## config.mk

```make
export PLATFORM = sky130hd
export DESIGN_NAME = control_config_botones
export DESIGN_NICKNAME = d
export VERILOG_FILES = /design/src/rtl/control_config_botones.sv
export SDC_FILE = /design/constraint.sdc
export NUM_CORES = 1
export LEC_CHECK = 0
export CORE_AREA = 4 4 172 174
export CTS_CLUSTER_DIAMETER = 150
export DETAILED_ROUTE_END_ITERATION = 12
export DIE_AREA = 0 0 176 178
export GPL_ROUTABILITY_DRIVEN = 0
export HOLD_SLACK_MARGIN = 0.15
export PLACE_DENSITY = 0.49
export SLEW_MARGIN = 5
export SYNTH_ARGS = -nofsm -noshare
export SYNTH_HDL_FRONTEND = slang
export SYNTH_SLANG_ARGS = --single-unit
```

## constraint.sdc

```tcl
create_clock -name clk -period 3.55 [get_ports clk]
set_input_delay 0.71 -clock clk [delete_from_list [all_inputs] [get_ports clk]]
set_output_delay 0.71 -clock clk [all_outputs]
set_load 0.01 [all_outputs]
```

## src/rtl/control_config_botones.sv

```systemverilog
// Button and configuration-switch front end for the time/date field counters.
// Synchronises, debounces and edge-detects the raw board inputs. Tracks which
// field is selected and issues one-cycle Arriba/Abajo step pulses, with
// auto-repeat while a step button stays held.
module control_config_botones #(
  parameter int DEBOUNCE_CYCLES = 1000000,
  parameter int REPEAT_DELAY    = 50000000,
  parameter int REPEAT_PERIOD   = 26000000,
  parameter int NUM_CAMPOS      = 8
) (
  input  logic       clk,
  input  logic       reset,
  input  logic       sw_config,
  input  logic       btn_arriba,
  input  logic       btn_abajo,
  input  logic       btn_izq,
  input  logic       btn_der,
  output logic [3:0] contadoresH,
  output logic       Arriba,
  output logic       Abajo,
  output logic       modo_config
);

  localparam int N_IN = 5;
  localparam int SW   = 0;
  localparam int UP   = 1;
  localparam int DN   = 2;
  localparam int IZQ  = 3;
  localparam int DER  = 4;

  localparam int DW   = $clog2(DEBOUNCE_CYCLES + 1);
  localparam int RMAX = (REPEAT_DELAY > REPEAT_PERIOD) ? REPEAT_DELAY : REPEAT_PERIOD;
  localparam int RW   = $clog2(RMAX + 1);

  localparam logic [DW-1:0] DB_LAST    = DW'(DEBOUNCE_CYCLES - 1);
  localparam logic [RW-1:0] DELAY_LAST = RW'(REPEAT_DELAY - 1);
  localparam logic [RW-1:0] PER_LAST   = RW'(REPEAT_PERIOD - 1);
  localparam logic [3:0]    CAMPO_MAX  = 4'(NUM_CAMPOS);

  typedef enum logic [1:0] {
    IDLE   = 2'd0,
    ESPERA = 2'd1,
    REPITE = 2'd2
  } estado_t;

  logic [N_IN-1:0] w_raw;
  logic [N_IN-1:0] r_sync1;
  logic [N_IN-1:0] r_sync2;
  logic [N_IN-1:0] r_deb;
  logic [N_IN-1:0] r_deb_d;
  logic [N_IN-1:0] r_rise;
  logic [DW-1:0]   r_db_cnt [N_IN];

  logic [3:0]      r_idx;
  logic [3:0]      w_idx_next;
  logic            w_idx_chg;

  estado_t         r_estado;
  estado_t         w_estado_next;
  logic            r_dir;
  logic            w_dir_next;
  logic [RW-1:0]   r_rep_cnt;
  logic [RW-1:0]   w_rep_cnt_next;
  logic            w_up;
  logic            w_dn;
  logic            w_gate;
  logic            w_held;
  logic            w_opp;
  logic            w_abort;
  logic            r_arriba;
  logic            r_abajo;

  assign w_raw = {btn_der, btn_izq, btn_abajo, btn_arriba, sw_config};

  // Two-flop synchronisers followed by per-input debounce counters.
  always_ff @(posedge clk or negedge reset) begin
    if (!reset) begin
      r_sync1 <= '0;
      r_sync2 <= '0;
      r_deb   <= '0;
      for (int i = 0; i < N_IN; i++) r_db_cnt[i] <= '0;
    end else begin
      r_sync1 <= w_raw;
      r_sync2 <= r_sync1;
      for (int i = 0; i < N_IN; i++) begin
        if (r_sync2[i] != r_deb[i]) begin
          if (r_db_cnt[i] == DB_LAST) begin
            r_deb[i]    <= r_sync2[i];
            r_db_cnt[i] <= '0;
          end else begin
            r_db_cnt[i] <= r_db_cnt[i] + DW'(1);
          end
        end else begin
          // Any sample that agrees with the current level restarts the count.
          r_db_cnt[i] <= '0;
        end
      end
    end
  end

  // Registered rising-edge detection of the debounced levels (press events).
  always_ff @(posedge clk or negedge reset) begin
    if (!reset) begin
      r_deb_d <= '0;
      r_rise  <= '0;
    end else begin
      r_deb_d <= r_deb;
      r_rise  <= r_deb & ~r_deb_d;
    end
  end

  // Next selected field: entering config selects field 1, leaving clears it.
  always_comb begin
    w_idx_next = r_idx;
    if (r_rise[SW]) begin
      w_idx_next = 4'd1;
    end else if (!r_deb[SW]) begin
      w_idx_next = 4'd0;
    end else if (r_idx == 4'd0) begin
      // Config level is up but the entry event has not landed yet.
      w_idx_next = r_idx;
    end else if (r_rise[DER] && !r_rise[IZQ]) begin
      w_idx_next = (r_idx == CAMPO_MAX) ? 4'd1 : r_idx + 4'd1;
    end else if (r_rise[IZQ] && !r_rise[DER]) begin
      w_idx_next = (r_idx == 4'd1) ? CAMPO_MAX : r_idx - 4'd1;
    end else begin
      w_idx_next = r_idx;
    end
  end

  assign w_idx_chg = (w_idx_next != r_idx);

  // Repeat FSM next-state and step-pulse decode; dir=1 means Arriba.
  always_comb begin
    w_estado_next  = r_estado;
    w_dir_next     = r_dir;
    w_rep_cnt_next = r_rep_cnt;
    w_up           = 1'b0;
    w_dn           = 1'b0;
    w_gate         = r_deb[SW] && (r_idx != 4'd0);
    w_held         = r_dir ? r_deb[UP] : r_deb[DN];
    w_opp          = r_dir ? r_deb[DN] : r_deb[UP];
    w_abort        = !w_held || w_opp || !r_deb[SW] || w_idx_chg;
    case (r_estado)
      IDLE: begin
        if (w_gate && r_rise[UP] && !r_deb[DN]) begin
          w_up           = 1'b1;
          w_dir_next     = 1'b1;
          w_rep_cnt_next = '0;
          w_estado_next  = ESPERA;
        end else if (w_gate && r_rise[DN] && !r_deb[UP]) begin
          w_dn           = 1'b1;
          w_dir_next     = 1'b0;
          w_rep_cnt_next = '0;
          w_estado_next  = ESPERA;
        end else begin
          w_estado_next  = IDLE;
        end
      end
      ESPERA: begin
        if (w_abort) begin
          w_rep_cnt_next = '0;
          w_estado_next  = IDLE;
        end else if (r_rep_cnt == DELAY_LAST) begin
          w_up           = r_dir;
          w_dn           = !r_dir;
          w_rep_cnt_next = '0;
          w_estado_next  = REPITE;
        end else begin
          w_rep_cnt_next = r_rep_cnt + RW'(1);
        end
      end
      REPITE: begin
        if (w_abort) begin
          w_rep_cnt_next = '0;
          w_estado_next  = IDLE;
        end else if (r_rep_cnt == PER_LAST) begin
          w_up           = r_dir;
          w_dn           = !r_dir;
          w_rep_cnt_next = '0;
        end else begin
          w_rep_cnt_next = r_rep_cnt + RW'(1);
        end
      end
      default: begin
        w_rep_cnt_next = '0;
        w_estado_next  = IDLE;
      end
    endcase
  end

  // Repeat FSM state, direction and delay/period counter.
  always_ff @(posedge clk or negedge reset) begin
    if (!reset) begin
      r_estado  <= IDLE;
      r_dir     <= 1'b0;
      r_rep_cnt <= '0;
    end else begin
      r_estado  <= w_estado_next;
      r_dir     <= w_dir_next;
      r_rep_cnt <= w_rep_cnt_next;
    end
  end

  // Output registers: field index and step pulses.
  always_ff @(posedge clk or negedge reset) begin
    if (!reset) begin
      r_idx    <= 4'd0;
      r_arriba <= 1'b0;
      r_abajo  <= 1'b0;
    end else begin
      r_idx    <= w_idx_next;
      r_arriba <= w_up;
      r_abajo  <= w_dn;
    end
  end

  assign contadoresH = r_idx;
  assign Arriba      = r_arriba;
  assign Abajo       = r_abajo;
  assign modo_config = r_deb[SW];

endmodule
```

==> out/results.ini <==
[outcome]
status = complete, no violations

[timing]
slew_violations = 0
slew_headroom_pct = 48.0
setup_tns_ns = 0
layout_setup_ws_ns = 0.477
min_period_ns = 3.07
hold_ws_ns = 0.267
tightest_slew_ns = 0.774
hold_violations = 0
rsz0062_at_grt = no
fmax_mhz = 325
fin_worst_skew_ns = 0.0133
finalSetupViolCount = 0
finalCritPeriodShare_pct = 86.6

[global_routing]
grt.total_usage_pct = 10.9
antenna_found_initial = 0
grt_start_max_net_pins = 70
grt_first_pass_wirelength_um = 28400
overflow = 0
grt_pass1_vias = 5697

[place]
hpwl_um = 10700
dp_slack_ns = 0.501
dp.cells = 1200
placed_cell_area_sq_um = 8580
port-buffer-count = 13

[logic_synthesis]
synth_simple_gate_area_share_pct = 25.5
synthArstFlopShare_pct = 100
synth_compound_area_share_pct = 8.85
synthMuxAreaShare_pct = 1.08
synth_seq_area_share_pct = 50.0
synth-edff-count = 0
yosys_warnings = 0
syn_inst = 827
ys.flop_type = dfrtp_1
synth_xor_area_share_pct = 9.95
synth_cell_type_count = 66
synth_top_family_by_area = simple AND/OR/NAND/NOR gates
syn_nets = 847
synthAdderAreaFrac_pct = 2.03
syn-cell-area_sq_um = 8010
ys_seq_elements = 160
avgSynthCellArea_sq_um = 9.68

[setup_path]
path_max_fanout = 18
cp.arrival_ns = 3.41
cp-start-kind = flop
crit_type = reg2reg
required_ns = 3.89
crit_path_end_kind = flop

[finish]
area.sequential_sq_um = 4000
drive_above_1_share_pct = 7.73
layout_commonest_cell = dfrtp_1
final_area_sq_um = 9170
diodes = 0
fin_cells = 1232
post-route-util_pct = 33.0
multi_input_area_sq_um = 3800
fin_nets = 861
fill_cells = 2870
syn_to_final_growth_pct = 14.5
most-common-layout-cells = dfrtp_1, nor2_1, nand2_1, xor2_1, nand3_1

[clock_tree]
cts_tree = yes
cts_made_buffers = 17
insertion_delay_ns = 0.43
h-tree-depth = 4
numClockSinks = 160
hold_buffers = 0
cts-resized-gates = 0
post_cts_buffers = 0
cts-root-buf = clkbuf_16
clk_path_buf_depth = 2
clk_pin_slew_ns = 0.08

[detailed_routing]
vias_per_cell = 4.68
avgRoutedWirePerCell_um = 13.1
post-route-drc-count = 0
drtIter0Drc = 407
drtAntennaViolNets = 0
routed_wl_um = 16100
firstDrtPassIters = 4
vias = 5767

[power_and_ir_drop]
pwr-share-seq_pct = 49.2
clock_power_share_pct = 48.4
peakVddDrop_mv = 0.310
p_per_area_nw_per_um2 = 412
power.total_mw = 3.78
p_leak_nw = 3.87
p_sw_mw = 0.967
p_comb_share_pct = 2.4
p_int_mw = 2.81
swShare_pct = 25.6

[floorplan]
start_util_pct = 28.8
die_y_um = 178
die_w_um = 176
core_area_sq_um = 27800
num_rows = 61
ios = 14
dieArea_sq_um = 31300

[job]
maxCapViolations = 0

[worst_hold_path]
holdCritPathClass = in2async

-- critical path, cell delays in order (launching register included) --
cell,delay (ns)
dfrtp_1,0.38
inv_1,0.11
ha_1,0.27
or3b_1,0.47
nand2b_1,0.12
a221oi_2,0.05
xnor2_1,0.15
or4_4,0.61
or3_1,0.53
o311ai_2,0.27
-- layer usage --
metal	global-route usage (%)	vias up	routed length, um	share of wire (%)
li1	-	2888	-	-
met4	3.25	0	189	1.2
met3	2.27	14	427	2.6
met1	16.0	2799	8520	53
met2	16.2	66	7010	43
met5	0	-	0	0
-- final timing paths --
check                                    end            from  slack [ns]  depth (start not counted)
worst max-delay path            r_rep_cnt[9]  contadoresH[0]        0.48                          9
worst min-delay path            r_db_cnt[38]           reset        0.27                          1
worst max register to register  r_rep_cnt[9]  contadoresH[0]        0.48                          9
worst min register to register    r_sync2[2]      r_sync1[2]        0.35                          0
max in group asynchronous       r_db_cnt[90]           reset        2.47                          2
min in group clk                  r_sync2[2]      r_sync1[2]        0.35                          0
-- state kept, by name, indices dropped and copies added, names as in the netlist, 4 cells and up --
signal and count:
contadoresH 4, r_sync2 5, r_sync1 5, r_deb 5, r_deb_d 5, r_rep_cnt 26
r_db_cnt 100, r_rise 5
-- cell usage after synthesis, types with 16 or more instances --
cell | instances | area (sq um)
clkbuf_1 | 18 | 67.6
o31ai_1 | 16 | 120
nand2_1 | 78 | 293
inv_1 | 16 | 60.1
o21ai_0 | 20 | 100
nand3_1 | 55 | 275
dfrtp_1 | 160 | 4000
xor2_1 | 60 | 526
nor3_1 | 18 | 90.1
nor2_1 | 130 | 488
xnor2_1 | 31 | 272
and3_1 | 26 | 163
-- power groups by stage --
stage	combinational [mW]	clock (mW)	sequential [mW]
floorplan	0.0409	0	1.89
global placement	0.0981	0	1.89
detailed placement	0.0976	0	1.89
CTS	0.0981	1.89	1.86
global route	0.109	1.97	1.86
finish	0.0918	1.83	1.86
-- area by class of cell --
type	count	share of cell area [%]
sequential	160	43.7
multi-input combinational	619	41.4
tap	378	5.16
clock buffer	17	4.64
timing repair buffer	26	2.63
clock inverter	15	1.75
inverter	17	0.696
-- kinds of logic after synthesis --
family	Yosys count
compound gates	97
xor+xnor	91
buf+inv	48
flops	160
simple gates	410
fa+ha+maj	13
mux	8
Power figures use the tool's default switching activity.
